<file path="config.mk">
export PLATFORM = sky130hd
export DESIGN_NAME = pixel_arbiter
export DESIGN_NICKNAME = d
export VERILOG_FILES = /design/src/rtl/pixel_arbiter.sv
export SDC_FILE = /design/constraint.sdc
export NUM_CORES = 1
export LEC_CHECK = 0
export ABC_CLOCK_PERIOD_IN_PS = 1400
export BUFFER_PORTS_ARGS = -buffer_cell sky130_fd_sc_hd__buf_4
export CORE_AREA = 4 4 92 68
export CTS_CLUSTER_DIAMETER = 120
export DETAILED_ROUTE_END_ITERATION = 12
export DIE_AREA = 0 0 96 72
export GPL_ROUTABILITY_DRIVEN = 0
export SYNTH_ARGS = -nofsm -noshare
export SYNTH_HDL_FRONTEND = slang
export SYNTH_SLANG_ARGS = --single-unit
</file>
<file path="constraint.sdc">
create_clock -name clk -period 1.4 [get_ports clk]
set_input_delay 0.28 -clock clk [delete_from_list [all_inputs] [get_ports clk]]
set_output_delay 0.28 -clock clk [all_outputs]
set_load 0.01 [all_outputs]
</file>
<file path="src/rtl/pixel_arbiter.sv">
// Two-client pixel-write arbiter for a VGA plot port: round-robin on ties, lockable bursts.
// Define PIXEL_ARB_BOUNDS_EN to drop accepted pixels outside the 160x120 frame.
module pixel_arbiter (
   input  logic       clk,
   input  logic       reset,
   input  logic       req0,
   input  logic       req1,
   input  logic       lock0,
   input  logic       lock1,
   input  logic [7:0] x0,
   input  logic [7:0] x1,
   input  logic [6:0] y0,
   input  logic [6:0] y1,
   input  logic [2:0] color0,
   input  logic [2:0] color1,
   output logic       ack0,
   output logic       ack1,
   output logic [7:0] x_out,
   output logic [6:0] y_out,
   output logic [2:0] color_out,
   output logic       writeEn,
   output logic       busy
);

   typedef enum logic [1:0] {StIdle, StOwn0, StOwn1} state_e;

   state_e     state_q, state_d;
   logic       ptr_q, ptr_d;  // last client served; reset to 1 so client 0 wins the first tie
   logic [7:0] x_q, x_d;
   logic [6:0] y_q, y_d;
   logic [2:0] color_q, color_d;
   logic       we_q, we_d;

   logic       grant0, grant1;
   logic       load;
   logic       in_bounds;
   logic [7:0] pix_x;
   logic [6:0] pix_y;
   logic [2:0] pix_color;

   always_comb begin
      grant0  = 1'b0;
      grant1  = 1'b0;
      state_d = state_q;
      unique case (state_q)
         StIdle: begin
            if (req0 && req1) begin
               grant0 = ptr_q;
               grant1 = ~ptr_q;
            end else begin
               grant0 = req0;
               grant1 = req1;
            end
            if (grant0 && req0 && lock0) begin
               state_d = StOwn0;
            end else if (grant1 && req1 && lock1) begin
               state_d = StOwn1;
            end
         end
         StOwn0: begin
            grant0 = 1'b1;
            if (!lock0) state_d = StIdle;
         end
         StOwn1: begin
            grant1 = 1'b1;
            if (!lock1) state_d = StIdle;
         end
         default: state_d = StIdle;
      endcase
   end

   assign ack0 = grant0 & req0 & ~reset;
   assign ack1 = grant1 & req1 & ~reset;
   assign load = ack0 | ack1;

   assign pix_x     = ack1 ? x1 : x0;
   assign pix_y     = ack1 ? y1 : y0;
   assign pix_color = ack1 ? color1 : color0;

`ifdef PIXEL_ARB_BOUNDS_EN
   assign in_bounds = (pix_x <= 8'd159) && (pix_y <= 7'd119);
`else
   assign in_bounds = 1'b1;
`endif

   always_comb begin
      ptr_d   = ptr_q;
      x_d     = x_q;
      y_d     = y_q;
      color_d = color_q;
      we_d    = load & in_bounds;
      if (ack0) ptr_d = 1'b0;
      if (ack1) ptr_d = 1'b1;
      if (load) begin
         x_d     = pix_x;
         y_d     = pix_y;
         color_d = pix_color;
      end
   end

   always_ff @(posedge clk or posedge reset) begin
      if (reset) begin
         state_q <= StIdle;
         ptr_q   <= 1'b1;
         x_q     <= 8'd0;
         y_q     <= 7'd0;
         color_q <= 3'd0;
         we_q    <= 1'b0;
      end else begin
         state_q <= state_d;
         ptr_q   <= ptr_d;
         x_q     <= x_d;
         y_q     <= y_d;
         color_q <= color_d;
         we_q    <= we_d;
      end
   end

   assign x_out     = x_q;
   assign y_out     = y_q;
   assign color_out = color_q;
   assign writeEn   = we_q;
   assign busy      = (state_q != StIdle);

endmodule

</file>
==> metrics.csv <==
stage,metric,value,unit
outcome,status,finished with violations,
outcome,violations,negative setup slack,
timing,worst_pin_slew,434,ps
setup_path,arrival,1320,ps
drt,wl,4960,um
global_route,grt_pass1_vias,1412,
cells_and_area,n_antenna_cell,0,
global_route,overflow,0,
synthesis,syn_avg_cell_area,12.0,um^2
drt,viasPerCell,5.08,
setup_path,path_class,flop to output pin,
floorplan,initial_core_util,28.6,%
clock_network,htree_levels,1,
timing,fin_crit,1600,ps
floorplan,dieHeight,72,um
drt,postRouteAntennaNets,0,
synthesis,netlist_area,1570,um^2
timing,finalCritPeriodShare,114,%
synthesis,synth-seq-cells,22,
clock_network,cts.reportedPaths.clkPinSlew,80,ps
timing,fin_worst_skew,7.06,ps
cells_and_area,layout-drive-gt1-share,70.9,%
clock_network,root_buffer,clkbuf_8,
placement,dp_slack,-53.1,ps
timing,drv_slew,0,
drt,highest_layer,met4,
drt,dr_total_vias,1462,
drt,wl_met2,2310,um
clock_network,postCtsHoldBufs,0,
global_route,grt_antenna_before_repair,0,
pwr,power.switching,0.850,mW
synthesis,synth_edf_count,0,
synthesis,synthesis.nets,173,
floorplan,fp.dieW,96,um
pwr,p_per_area,1060,nW/um^2
setup_path,cp-end-kind,output pin,
synthesis,synth_flop_cell,dfrtp_1,
floorplan,fp.dieArea,6910,um^2
floorplan,core_area,5500,um^2
drt,drc,0,
cells_and_area,postLayoutCoreUtil,46.1,%
synthesis,synth_top_area_share,33.4,%
placement,place_inst,276,
synthesis,synth.largest_area_cell,dfrtp_1,
floorplan,ios,64,
timing,hold_slack,222,ps
synthesis,synthArstFlopShare,100,%
synthesis,synth_area_leaders,"dfrtp_1, o21ai_2, a221oi_1, a2bb2oi_2, nor4bb_1",
drt,drt_iter0_markers,55,
timing,max_freq,624,MHz
timing,setup-violations-final,22,
synthesis,yosysWarnings,0,
cells_and_area,finalNonFillerCells,288,
synthesis,synth_common_cells,"dfrtp_1, o21ai_2, a221oi_1",
setup_path,start_kind,flop,
setup_path,cp_data_required_time,1120,ps
hold_path,hold_path_class,input pin to asynchronous set/reset pin,
pwr,combPwrFrac,44.5,%
synthesis,yosysUniqueCellTypes,31,
clock_network,clockBufferDepth,2,
clock_network,cts_made_buffers,3,
timing,hold_viol,0,
pwr,power_switching_share,31.7,%
pwr,ir_drop,0.000382,V
pwr,clkPwrFrac,22.9,%
placement,dp_hpwl,3540,um
clock_network,insertion_delay,270,ps
placement,io_buffers,63,
drt,routedWlPerCell,17.2,um
timing,fin_ws,-202,ps
setup_path,critPathMaxFanout,3,
global_route,grt_max_degree,21,
pwr,pwr-share-seq,32.5,%
synthesis,yosysSeqAreaShare,35.1,%
pwr,p_int,1.83,mW
drt,wl_met1,2310,um
timing,relSlewSlack,71.0,%
floorplan,num_rows,23,
drt,dr.pass1.iters,4,
global_route,grt_first_pass_wirelength,7360,um
cells_and_area,syn_to_final_growth,61.1,%
synthesis,netlist_instances,131,
flow_run,max_cap_violations,0,
pwr,power_leakage,1.08,nW
cells_and_area,layout.nets,256,
clock_network,cts_sinks,22,
drt,route.met3.wl,303,um
synthesis,yosysMostFrequentCell,dfrtp_1,
timing,rsz0062_at_grt,yes,
clock_network,cts_tree,done,
global_route,track_usage,13.7,%
state kept, by name (all words and copies together), names as in the netlist:
register,flops
writeEn,1
y_out,7
state_q,2
ptr_q,1
x_out,8
color_out,3
logic make-up after synthesis:
family	share of synthesized area, %
simple gates	19.3
flops	35.1
buf+inv	9.15
compound gates	36.4
worst paths after layout:
check                      startpoint        to  slack [ps]  cells past startpoint
max in group asynchronous       reset     ptr_q         960                      4
min in group clk                x0[6]  x_out[6]         250                      3
setup reg to reg           state_q[0]  y_out[6]        -190                      7
hold reg to reg              y_out[1]  y_out[1]         530                      1
hold / removal                  reset  x_out[7]         220                      4
setup / recovery           state_q[0]      ack1        -200                      3
power by group through the flow:
stage / clock (mW) / sequential (mW) / combinational, mW
2_1_floorplan: 0 / 0.913 / 0.544
3_3_place_gp: 0 / 0.872 / 1.05
3_5_place_dp: 0 / 0.878 / 1.05
4_1_cts: 0.623 / 0.867 / 1.11
5_1_grt: 0.651 / 0.888 / 1.28
6_report: 0.616 / 0.873 / 1.19
worst max-delay path: stages, from the launching register on:
cell,delay (ps)
dfrtp_1,410
or3b_4,410
nor2_4,110
buf_6,110
placed cells by master (no fill, tap or decap), drive strengths merged:
cell,count
buf,96
dfrtp,21
o21ai,20
a221oi,18
a2bb2oi,18
nor4bb,11
and4bb,7
clkbuf,3
a21oi,3
nand2b,3
nor3b,2
nor2,2
and3b,1
or3b,1
nand3b,1
or2,1
inv,1
nor3,1
nand2,1
bufinv,1
dfstp,1
metrics by stage:
step,area (um^2),power [mW],setup TNS (ps)
finish,2530,2.68,-3300
global route,2530,2.82,-4320
CTS,2410,2.60,-3000
detailed placement,2250,1.93,-76.1
global placement,2250,1.92,-69.5
floorplan,1570,1.46,0
what timing repair did:
item / 4_1_cts / 5_1_grt
endpoints found under the setup margin: 5 / 23
gates resized for setup: 10 / 18
setup buffers: 3 / 4
gates cloned: 1 / 0
pin swaps: 3 / 2
metal layers:
metal,vias up,global-route usage [%]
li1,705,-
met1,701,20.5
met2,51,19.7
met3,5,3.01
met4,0,3.47
met5,-,0
final cells by class:
class / instances / area, um^2
tap: 75 / 93.8
clock buffer: 3 / 41.3
clock inverter: 1 / 30.0
sequential: 22 / 552
timing repair buffer: 96 / 842
fill: 504 / 2970
inverter: 1 / 3.75
multi-input combinational: 90 / 968
Note: power is estimated with default switching activity, not from simulation.
